[config.mk]
export PLATFORM = sky130hd
export DESIGN_NAME = sel_a2f
export DESIGN_NICKNAME = d
export VERILOG_FILES = /design/src/rtl/sdr_ft_pkg.sv /design/src/rtl/sel_a2f_if.sv /design/src/rtl/sel_a2f_ft_out_reg.sv /design/src/rtl/sel_a2f.sv
export SDC_FILE = /design/constraint.sdc
export NUM_CORES = 1
export LEC_CHECK = 0
export CORE_MARGIN = 4
export CORE_UTILIZATION = 50
export DETAILED_ROUTE_END_ITERATION = 8
export DONT_BUFFER_PORTS = 1
export PLACE_DENSITY = 0.77
export SYNTH_ARGS = -nofsm -noshare
export SYNTH_HDL_FRONTEND = slang
export SYNTH_HIERARCHICAL = 1
export SYNTH_SLANG_ARGS = --single-unit
[constraint.sdc]
create_clock -name clk_i -period 2.7 [get_ports clk_i]
set_clock_uncertainty 0.2 [all_clocks]
set_input_delay 0.54 -clock clk_i [delete_from_list [all_inputs] [get_ports clk_i]]
set_output_delay 0.54 -clock clk_i [all_outputs]
set_load 0.05 [all_outputs]
[src/rtl/sdr_ft_pkg.sv]
// Definitions shared by the FTDI transmit mux and the receive demux, so that both
// directions build and parse exactly the same packet header.
package sdr_ft_pkg;

  localparam int FT_DATA_WIDTH = 32;

  // Packet mode carried in the header mode bit
  localparam logic TOFIFO = 1'b0;
  localparam logic TOCPU  = 1'b1;

  localparam int HDR_MODE_BIT    = 31;
  localparam int HDR_IQ_LEN_LSB  = 0;
  localparam int HDR_IQ_LEN_W    = 16;
  localparam int HDR_CPU_LEN_LSB = 20;
  localparam int HDR_CPU_LEN_W   = 8;

  typedef enum logic [1:0] {
    ST_IDLE,
    ST_HDR,
    ST_PAY
  } a2f_state_e;

  function automatic logic [FT_DATA_WIDTH-1:0] iq_header(input logic [HDR_IQ_LEN_W-1:0] len);
    logic [FT_DATA_WIDTH-1:0] hdr;
    hdr = '0;
    hdr[HDR_MODE_BIT] = TOFIFO;
    hdr[HDR_IQ_LEN_LSB +: HDR_IQ_LEN_W] = len;
    return hdr;
  endfunction

  function automatic logic [FT_DATA_WIDTH-1:0] cpu_header(input logic [HDR_CPU_LEN_W-1:0] len);
    logic [FT_DATA_WIDTH-1:0] hdr;
    hdr = '0;
    hdr[HDR_MODE_BIT] = TOCPU;
    hdr[HDR_CPU_LEN_LSB +: HDR_CPU_LEN_W] = len;
    return hdr;
  endfunction

endpackage

[src/rtl/sel_a2f_if.sv]
// FTDI write bus: a registered data word with its valid strobe, and the TX-full
// back-pressure that comes back from the FTDI side.
interface sel_a2f_if #(
  parameter int W = 32
);
  logic [W-1:0] data;
  logic         we;
  logic         full;

  modport master (output data, output we, input full);
  modport slave  (input data, input we, output full);
endinterface

[src/rtl/sel_a2f_ft_out_reg.sv]
// Output register toward the FTDI. It loads whenever its slot is free: either it
// holds no valid word, or the word it holds is being accepted this cycle.
module ft_out_reg #(
  parameter int W = 32
) (
  input  logic         clk_i,
  input  logic         reset_n,
  input  logic         i_load,
  input  logic [W-1:0] i_load_data,
  output logic         o_slot_free,
  sel_a2f_if.master    ft
);

  assign o_slot_free = ~ft.we | ~ft.full;

  // NOTE: data is not cleared when no word loads; we alone qualifies it, which
  // keeps the wide register off the per-cycle enable path.
  always_ff @(posedge clk_i or negedge reset_n) begin
    if (!reset_n) begin
      ft.data <= '0;
      ft.we   <= 1'b0;
    end else if (o_slot_free) begin
      ft.we <= i_load;
      if (i_load) begin
        ft.data <= i_load_data;
      end
    end
  end

endmodule

[src/rtl/sel_a2f.sv]
// Transmit-side FTDI mux: round-robin arbitration between the IQ sample FIFO and
// the ECPU response queue, framing each grant as one header word plus its payload.
module sel_a2f #(
  parameter int FT_DATA_WIDTH    = sdr_ft_pkg::FT_DATA_WIDTH,
  parameter int IQ_PAIR_WIDTH    = 24,
  parameter int QSTART_BIT_INDEX = 16,
  parameter int BURST_LEN        = 256
) (
  input  logic                     clk_i,
  input  logic                     reset_n,
  input  logic [IQ_PAIR_WIDTH-1:0] fifo_data_i,
  input  logic                     fifo_empty_i,
  input  logic                     fifo_enough_i,
  output logic                     fifo_re_o,
  input  logic                     cpu_req_i,
  input  logic [7:0]               cpu_len_i,
  output logic                     cpu_ack_o,
  input  logic [FT_DATA_WIDTH-1:0] cpu_data_i,
  input  logic                     cpu_empty_i,
  output logic                     cpu_re_o,
  output logic [FT_DATA_WIDTH-1:0] data_o,
  output logic                     we_o,
  input  logic                     full_i,
  output logic                     busy_o
);
  import sdr_ft_pkg::*;

  localparam int          HALF         = IQ_PAIR_WIDTH / 2;
  localparam logic [15:0] LP_BURST_LEN = 16'(BURST_LEN);

  a2f_state_e r_state;
  logic       r_mode;
  logic       r_last_grant;
  logic       r_cpu_ack;
  logic [15:0] r_len;
  logic [15:0] r_cnt;

  logic       w_slot_free;
  logic       w_hdr_load;
  logic       w_pay_load;
  logic       w_load;
  logic       w_src_empty;
  logic       w_cpu_cand;
  logic       w_iq_cand;
  logic       w_grant_valid;
  logic       w_grant_mode;
  logic [15:0] w_cnt_nxt;
  logic [HALF-1:0] w_q;
  logic [HALF-1:0] w_i;
  logic [FT_DATA_WIDTH-1:0] w_iq_word;
  logic [FT_DATA_WIDTH-1:0] w_hdr_word;
  logic [FT_DATA_WIDTH-1:0] w_load_data;

  sel_a2f_if #(.W(FT_DATA_WIDTH)) u_ft_bus ();

  assign u_ft_bus.full = full_i;
  assign data_o        = u_ft_bus.data;
  assign we_o          = u_ft_bus.we;

  ft_out_reg #(.W(FT_DATA_WIDTH)) u_out_reg (
    .clk_i       (clk_i),
    .reset_n     (reset_n),
    .i_load      (w_load),
    .i_load_data (w_load_data),
    .o_slot_free (w_slot_free),
    .ft          (u_ft_bus.master)
  );

  // A CPU request is still visible during the ack cycle; masking it there stops a
  // zero-length response from being granted twice.
  assign w_cpu_cand = cpu_req_i & ~r_cpu_ack;
  assign w_iq_cand  = fifo_enough_i;

  always_comb begin
    w_grant_valid = w_cpu_cand | w_iq_cand;
    w_grant_mode  = TOFIFO;
    if (w_cpu_cand && w_iq_cand) begin
      w_grant_mode = ~r_last_grant;
    end else if (w_cpu_cand) begin
      w_grant_mode = TOCPU;
    end
  end

  assign w_src_empty = (r_mode == TOCPU) ? cpu_empty_i : fifo_empty_i;
  assign w_hdr_load  = (r_state == ST_HDR) & w_slot_free;
  assign w_pay_load  = (r_state == ST_PAY) & w_slot_free & ~w_src_empty;
  assign w_load      = w_hdr_load | w_pay_load;
  assign w_cnt_nxt   = r_cnt + 16'd1;

  assign fifo_re_o = w_pay_load & (r_mode == TOFIFO);
  assign cpu_re_o  = w_pay_load & (r_mode == TOCPU);
  assign cpu_ack_o = r_cpu_ack;
  assign busy_o    = (r_state != ST_IDLE);

  // Q and I are each sign-extended into their own half of the FTDI word
  assign w_q = fifo_data_i[IQ_PAIR_WIDTH-1:HALF];
  assign w_i = fifo_data_i[HALF-1:0];
  assign w_iq_word = {{(FT_DATA_WIDTH-QSTART_BIT_INDEX-HALF){w_q[HALF-1]}}, w_q,
                      {(QSTART_BIT_INDEX-HALF){w_i[HALF-1]}}, w_i};

  assign w_hdr_word = (r_mode == TOCPU) ? cpu_header(r_len[7:0]) : iq_header(LP_BURST_LEN);

  always_comb begin
    w_load_data = w_iq_word;
    if (w_hdr_load) begin
      w_load_data = w_hdr_word;
    end else if (r_mode == TOCPU) begin
      w_load_data = cpu_data_i;
    end
  end

  always_ff @(posedge clk_i or negedge reset_n) begin
    if (!reset_n) begin
      r_state      <= ST_IDLE;
      r_mode       <= TOFIFO;
      r_len        <= '0;
      r_cnt        <= '0;
      r_last_grant <= TOCPU;
      r_cpu_ack    <= 1'b0;
    end else begin
      // NOTE: the ack defaults low every cycle, so it can only be a one-cycle pulse.
      r_cpu_ack <= 1'b0;
      case (r_state)
        ST_IDLE: begin
          if (w_grant_valid) begin
            r_mode  <= w_grant_mode;
            r_len   <= (w_grant_mode == TOCPU) ? {8'h00, cpu_len_i} : LP_BURST_LEN;
            r_cnt   <= '0;
            r_state <= ST_HDR;
          end
        end
        ST_HDR: begin
          if (w_slot_free) begin
            r_cpu_ack    <= (r_mode == TOCPU);
            r_last_grant <= r_mode;
            r_state      <= (r_len == 16'd0) ? ST_IDLE : ST_PAY;
          end
        end
        ST_PAY: begin
          if (w_pay_load) begin
            if (w_cnt_nxt == r_len) begin
              r_cnt   <= '0;
              r_state <= ST_IDLE;
            end else begin
              r_cnt <= w_cnt_nxt;
            end
          end
        end
        default: r_state <= ST_IDLE;
      endcase
    end
  end

endmodule

==> results.md, run 1 <==
* Status: complete, no violations
* Crit Reg-Reg Startpoint: r_cnt[0]
* Routed Antenna Nets at 0
* Sequential share of power at 54.1%
* Hold endpoint: r_len[5]
* Async set-reset flop share out of synthesis at 100.0%
* Worst slew pin tran at 0.5068 ns
* Vias/cell at 5.911
* Initial antenna violation count at 0
* CTS tree: built
* Number of library cell types mapped by synthesis at 45
* Logic gate share of total power at 18.6%
* Share of cells above drive strength 1 at 27.51%
* Routed via count at 2802
* WL met2 at 4260 um
* PortBufs at 0
* Worst Setup End Kind: flip-flop
* Clk_lat worst skew at 0.35 ns
* Clock power share at 27.3%
* Core area at 0.006832 mm2
* CP Launch Type: flip-flop
* Psw at 1.126 mW
* Clock Pin Slew Worst Setup and Hold Paths at 0.06 ns
* Hold WS at 0.1276 ns
* PwrDens at 707.5 mW/mm2
* EDFF count, synth at 0
* Core Util, Final at 60.07%
* Met1 wire length at 3732 um
* # diodes at 0
* Reg-to-reg critical path endpoint: r_cnt[0]
* Crit path kind: flip-flop to flip-flop
* Relative slew margins at 66.21%
* Fmax at 0.3712 GHz
* Setup-failing EPs final at 0
* # clock sinks at 63
* Fin. max-slew vios at 0
* Syn_area_per_cell at 10.12 um2
* Final Hold Violating Endpoints at 0
* H-tree depth at 3
* Grt total ovfl at 0
* Synth Flop Type: dfrtp_1
* Num CTS Buffers at 9
* Worst EP required at 2.73 ns
* Synth Instances at 350
* Yosys reg bits at 63
* Initial Util at 51.83%
* Finished Cell Area at 0.004104 mm2
* DR DRC count at 0
* First-pass GRT wire length at 13630 um
* Number of global-route vias before repair at 2754
* Minimum clock period at 2.694 ns
* Met3 wire len at 540 um
* Mapped Area at 0.003541 mm2
* Syn. warnings at 6
* WP data arrival at 2.72 ns
* Gpl congestion at 0.9293
* Hold-critical path depth at 1
* Site row count at 30
* Boundary Pins at 108
* Total track usage at 20.49%
* Yosys top cell by area: dfrtp_1
* Final WL at 8718 um
* Final worst-path cycle share at 99.78%
* Layout Nets at 445
* Seq/Total Area, Yosys at 44.56%
* DRT Pass-1 Iters at 4
* Highest Signal Layer: met4
* Leakage power at 1.743 nW
* Unrepaired setup endpoints after global routing: yes
* Die X at 92.16 um
* Setup TNS Final at 0 ns
* Min-delay src: cpu_len_i[5]
* Most frequent cells in the layout: dfrtp_1, mux2_2, buf_4
* CTS Buffer Depth at 2
* Die area at 0.008493 mm2
* Crit-path max FO at 8
* Synth top area share at 43.82%
* Commonest non-fill, non-tap cell in the layout: dfrtp_1
* Routed WL per cell at 18.39 um
* Max-cap violation count at 0
* VDD IR max at 460.1 uV
* Switch share at 38.79%
* DR iter-0 viols at 109
* Post-DP HPWL at 6202 um
* Syn Nets at 422
* Largest net degree at the start of global routing at 64
* Worst reg2reg path depth at 8
* Internal power at 1.777 mW
* Syn-to-layout area delta at 15.90%
* CTS Root Cell: clkbuf_8
* Largest cells by area after synthesis: dfrtp_1, mux2_2, mux2i_1, a22o_1, nor2_1
* DP Area at 0.003747 mm2
* Hold Path Class: input port to flip-flop
* R2R Setup Slk at 0.006 ns
* Die height at 92.16 um
==> Yosys cell counts (3+ instances only) <==
master	n
a31oi_1	6
o31ai_1	3
a22o_1	16
a21o_1	4
or3_1	4
nor2_1	31
mux2_2	31
mux2i_1	24
nor4_1	3
nand2b_1	3
nand3_1	17
xor2_1	5
nor2b_1	6
buf_6	3
a21oi_1	16
buf_1	3
nand2_1	23
and3_1	3
clkbuf_1	10
o21ai_0	23
buf_2	4
dfrtp_1	62
nand4_1	4
inv_1	6
nor3_1	8
xnor2_1	9
==> flip-flops by register name, summed over array words and instances (netlist names) <==
signal	count
cpu_ack_o	1
r_cnt	16
r_last_grant	1
r_len	9
r_mode	1
r_state	2
u_out_reg/ft.data	32
u_out_reg/ft.we	1
==> metal layers <==
metal	vias to the layer above	GRT usage (%)
met2	95	33.15
met1	1369	25.85
met3	18	6.153
met4	0	7.797
met5	-	0
li1	1320	-
==> through the flow <==
| step | setup WS, ns | std cells | total power, mW |
|---|---|---|---|
| 3_3_place_gp | 0.04845 | 449 | 2.013 |
| 3_5_place_dp | -0.05426 | 449 | 2.040 |
| 5_1_grt | -0.05680 | 474 | 3.026 |
| 4_1_cts | 0.01239 | 468 | 2.861 |
| 2_1_floorplan | 0.02999 | 350 | 1.906 |
| 6_report | 0.006029 | 474 | 2.903 |
==> cell type report <==
class / count / area (um2)
well taps: 96 / 120.1
clock inverters: 6 / 61.31
fillers: 577 / 2728
inverters: 6 / 22.52
multi-input cells: 259 / 1892
clock buffers: 10 / 127.6
flip-flops and latches: 63 / 1587
repair buffers: 34 / 294.0
==> power groups by stage <==
| stage | registers (mW) | logic, mW | clock network (mW) |
|---|---|---|---|
| 3_3_place_gp | 1.57 | 0.443 | 0 |
| 6_report | 1.57 | 0.539 | 0.792 |
| 4_1_cts | 1.56 | 0.490 | 0.810 |
| 2_1_floorplan | 1.52 | 0.386 | 0 |
| 5_1_grt | 1.59 | 0.591 | 0.848 |
| 3_5_place_dp | 1.58 | 0.462 | 0 |
==> cell families (layout without fill, tap and decap cells) <==
logic type / count (synthesis) / in the layout / synth area share (%)
buffers and inverters: 28 / 56 / 3.957
AO/OA/AOI/OAI: 75 / 75 / 14.56
AND/OR/NAND/NOR: 112 / 112 / 15.83
flip-flops: 63 / 63 / 44.56
adder cells (fa/ha/maj): 1 / 1 / 0.3533
XOR/XNOR: 14 / 14 / 3.463
multiplexers: 57 / 57 / 17.28
==> how the worst max path moves through the flow <==
stage | slack, ns | from | endpoint
finish | 0.006 | r_cnt[0] | r_cnt[0]
global route | -0.06 | r_cnt[0] | r_cnt[0]
CTS | 0.01 | r_cnt[1] | r_cnt[0]
detailed placement | -0.05 | r_cnt[4] | r_cnt[0]
global placement | 0.05 | r_cnt[0] | r_cnt[0]
floorplan | 0.03 | u_out_reg/ft.we | u_out_reg/ft.data[28]
==> repair_timing <==
| action | CTS | global route |
|---|---|---|
| endpoints found under the setup margin | 7 | 10 |
| hold endpoints to repair | 63 | 0 |
| hold buffers | 2 | 0 |
| gates cloned | 0 | 1 |
| pin swaps | 1 | 9 |
| buffers inserted | 1 | 5 |
| gates resized for setup | 5 | 17 |
==> critical path, cell delays in order (launching register included) <==
cell and delay [ns]:
dfrtp_2 0.46, nand4_4 0.12, or3_4 0.40, a2111oi_4 0.30
nand4_1 0.21, o41ai_4 0.38, buf_6 0.18, nor2_4 0.06
mux2_2 0.26
(Power assumes the default switching activity.)
==> inputs of run 2 (changes only) <==
--- a/config.mk
+++ b/config.mk
@@ -5,11 +5,13 @@
 export SDC_FILE = /design/constraint.sdc
 export NUM_CORES = 1
 export LEC_CHECK = 0
+export CELL_PAD_IN_SITES_DETAIL_PLACEMENT = 1
+export CELL_PAD_IN_SITES_GLOBAL_PLACEMENT = 1
 export CORE_MARGIN = 4
-export CORE_UTILIZATION = 50
+export CORE_UTILIZATION = 43
 export DETAILED_ROUTE_END_ITERATION = 8
 export DONT_BUFFER_PORTS = 1
-export PLACE_DENSITY = 0.77
+export PLACE_DENSITY = 0.84
 export SYNTH_ARGS = -nofsm -noshare
 export SYNTH_HDL_FRONTEND = slang
 export SYNTH_HIERARCHICAL = 1
==> run 2 against run 1 <==
The run now ends with setup timing left. Critical path depth did not move. Final cell count is 2.7% higher. Global-route usage is 0.72 points higher. Worst setup slack got worse by 0.15 ns. Combinational power grew 16%. First-iteration DRC count rose by 78%. Clock power grew 11%. Critical endpoint unchanged.
==> results.md, run 2 (synthesized netlist as in run 1, its figures left out) <==
* Status: finished with violations
* Failing checks: setup timing
* Largest regs: u_out_reg/ft.data (32), r_cnt (16), r_len (9)
* Final WL at 10790 um (+24%)
* Minimum clock period at 2.840 ns (+0.1456 ns)
* Hold Path Class: input port to flip-flop
* Largest net degree at the start of global routing at 64 (unchanged)
* Syn-to-layout area delta at 19.22%
* Total power at 3.076 mW (+5.9%)
* H-tree depth at 3 (unchanged)
* WP data arrival at 2.87 ns (+0.15 ns)
* Worst EP required at 2.73 ns (about the same)
* Hold endpoint: r_len[1]
* Largest register FFs at 32 (unchanged)
* DRT Pass-1 Iters at 4 (unchanged)
* CP Launch Type: flip-flop
* Vias/cell at 5.951 (+0.67%)
* Reg-to-reg critical path endpoint: r_cnt[0]
* Layout Nets at 452 (+1.6%)
* Crit Reg-Reg Startpoint: r_cnt[7]
* Die area at 0.009751 mm2 (+15%)
* Routed WL per cell at 22.15 um (+20%)
* PortBufs at 0 (unchanged)
* DR iter-0 viols at 194 (+78%)
* CTS tree: built
* Num CTS Buffers at 9 (unchanged)
* Worst slew pin tran at 0.5039 ns (-0.002870 ns)
* Post-DP HPWL at 7407 um (+19%)
* Number of global-route vias before repair at 3216 (+17%)
* # diodes at 0 (unchanged)
* Hold-critical path depth at 1 (unchanged)
* Final Hold Violating Endpoints at 0 (unchanged)
* Biggest register: u_out_reg/ft.data
* VDD IR max at 470.5 uV (+2.3%)
* R2R Setup Slk at -0.14 ns (-0.15 ns)
* Initial antenna violation count at 0 (unchanged)
* Crit-path max FO at 8 (unchanged)
* PwrDens at 728.6 mW/mm2 (+3.0%)
* Routed Antenna Nets at 0 (unchanged)
* Routed via count at 2898 (+3.4%)
* First-pass GRT wire length at 16560 um (+22%)
* Die X at 98.75 um (+7.2%)
* Crit path kind: flip-flop to flip-flop
* CTS Buffer Depth at 2 (unchanged)
* Share of cells above drive strength 1 at 30.39% (+2.9 points)
* Post-placement cell count at 459 (+2.2%)
* Non-filler cells, final at 487 (+2.7%)
* Worst slack at placement at -0.09066 ns (-0.03640 ns)
* Worst setup margin at -0.1396 ns (-0.1456 ns)
* Total track usage at 21.21% (+0.72 points)
* CTS Root Cell: clkbuf_8
* Fmax at 0.3522 GHz (-5.1%)
* Worst reg2reg path depth at 8 (unchanged)
* Max-cap violation count at 0 (unchanged)
* Gpl congestion at 0.9091 (-2.2%)
* Core Util, Final at 53.79% (-6.3 points)
* Commonest non-fill, non-tap cell in the layout: dfrtp_1
* Leakage power at 1.802 nW (+3.4%)
* Setup-failing EPs final at 9 (+9)
* Clock Pin Slew Worst Setup and Hold Paths at 0.07 ns (about the same)
* Grt total ovfl at 0 (unchanged)
* Site row count at 32 (+6.7%)
* Most frequent cells in the layout: dfrtp_1, buf_4, mux2_2
* Worst Setup End Kind: flip-flop
* Boundary Pins at 108 (unchanged)
* Relative slew margins at 66.40% (+0.19 points)
* Fin. max-slew vios at 0 (unchanged)
* # clock sinks at 63 (unchanged)
* Unrepaired setup endpoints after global routing: yes
* Min-delay src: cpu_len_i[1]
* Die height at 98.75 um (+7.2%)
* Initial Util at 45.12% (-6.7 points)
* Core area at 0.007848 mm2 (+15%)
* Final worst-path cycle share at 105.2% (+5.4 points)
* Clk_lat worst skew at 0.34 ns (about the same)
* DR DRC count at 0 (unchanged)
-- run 2: changes by cell type in the layout (fill, tap and decap cells not counted), sizes merged --
cell,change
buf,+7
clkinv,-2
bufinv,+1
clkinvlp,+1
-- run 2: worst max-delay path: stages, from the launching register on --
cell       delay [ns]
dfrtp_2          0.44
xnor2_1          0.33
o21ai_1          0.15
a2111oi_2        0.40
nand4_1          0.27
o41ai_4          0.37
buf_4            0.22
nor2_4           0.07
mux2_2           0.28
-- run 2: layout make-up --
cell class	count	area, um2
timing repair buffer	41	350.3
tap	102	127.6
multi-input combinational	259	1923
clock inverter	6	85.08
clock buffer	10	127.6
fill	883	3626
sequential	63	1585
inverter	6	22.52
-- run 2: what timing repair did --
item,in CTS,in global routing
hold endpoints to repair,63,0
pin swaps,6,8
setup buffers,7,3
endpoints found under the setup margin,8,10
resized for setup,10,21
hold buffers,2,0
-- run 2: how the worst max path moves through the flow --
stage	from	end	slack, ns	cells past startpoint
5_1_grt	r_cnt[1]	r_cnt[0]	-0.20	10
3_5_place_dp	r_cnt[1]	r_cnt[0]	-0.09	9
3_3_place_gp	r_cnt[1]	r_cnt[0]	0.07	9
6_report	r_cnt[7]	r_cnt[0]	-0.14	8
2_1_floorplan	u_out_reg/ft.we	u_out_reg/ft.data[28]	0.03	9
4_1_cts	r_cnt[0]	r_cnt[0]	0.002	8
-- run 2: through the flow --
step / hold WS, ns / instance area, um2 / setup TNS [ns]
final: 0.1320 / 4222 / -0.8748
after global placement: 0.04778 / 3785 / 0
after floorplan: 0.04441 / 3542 / 0
after CTS: 0.1204 / 4120 / 0
after detailed placement: 0.04758 / 3785 / -0.3185
after global routing: 0.1283 / 4222 / -1.419
-- run 2: routing by layer --
metal	vias to the layer above	track usage, %	wire length, um
met4	0	5.777	239
met1	1451	24.33	4135
li1	1326	-	-
met5	-	0	0
met2	101	38.12	5712
met3	20	6.440	699
-- run 2: power breakdown --
group	total, mW	switching, mW	internal [mW]
Sequential	1.57	0.493	1.07
Clock	0.883	0.367	0.516
Combinational	0.626	0.295	0.330
Total	3.08	1.15	1.92
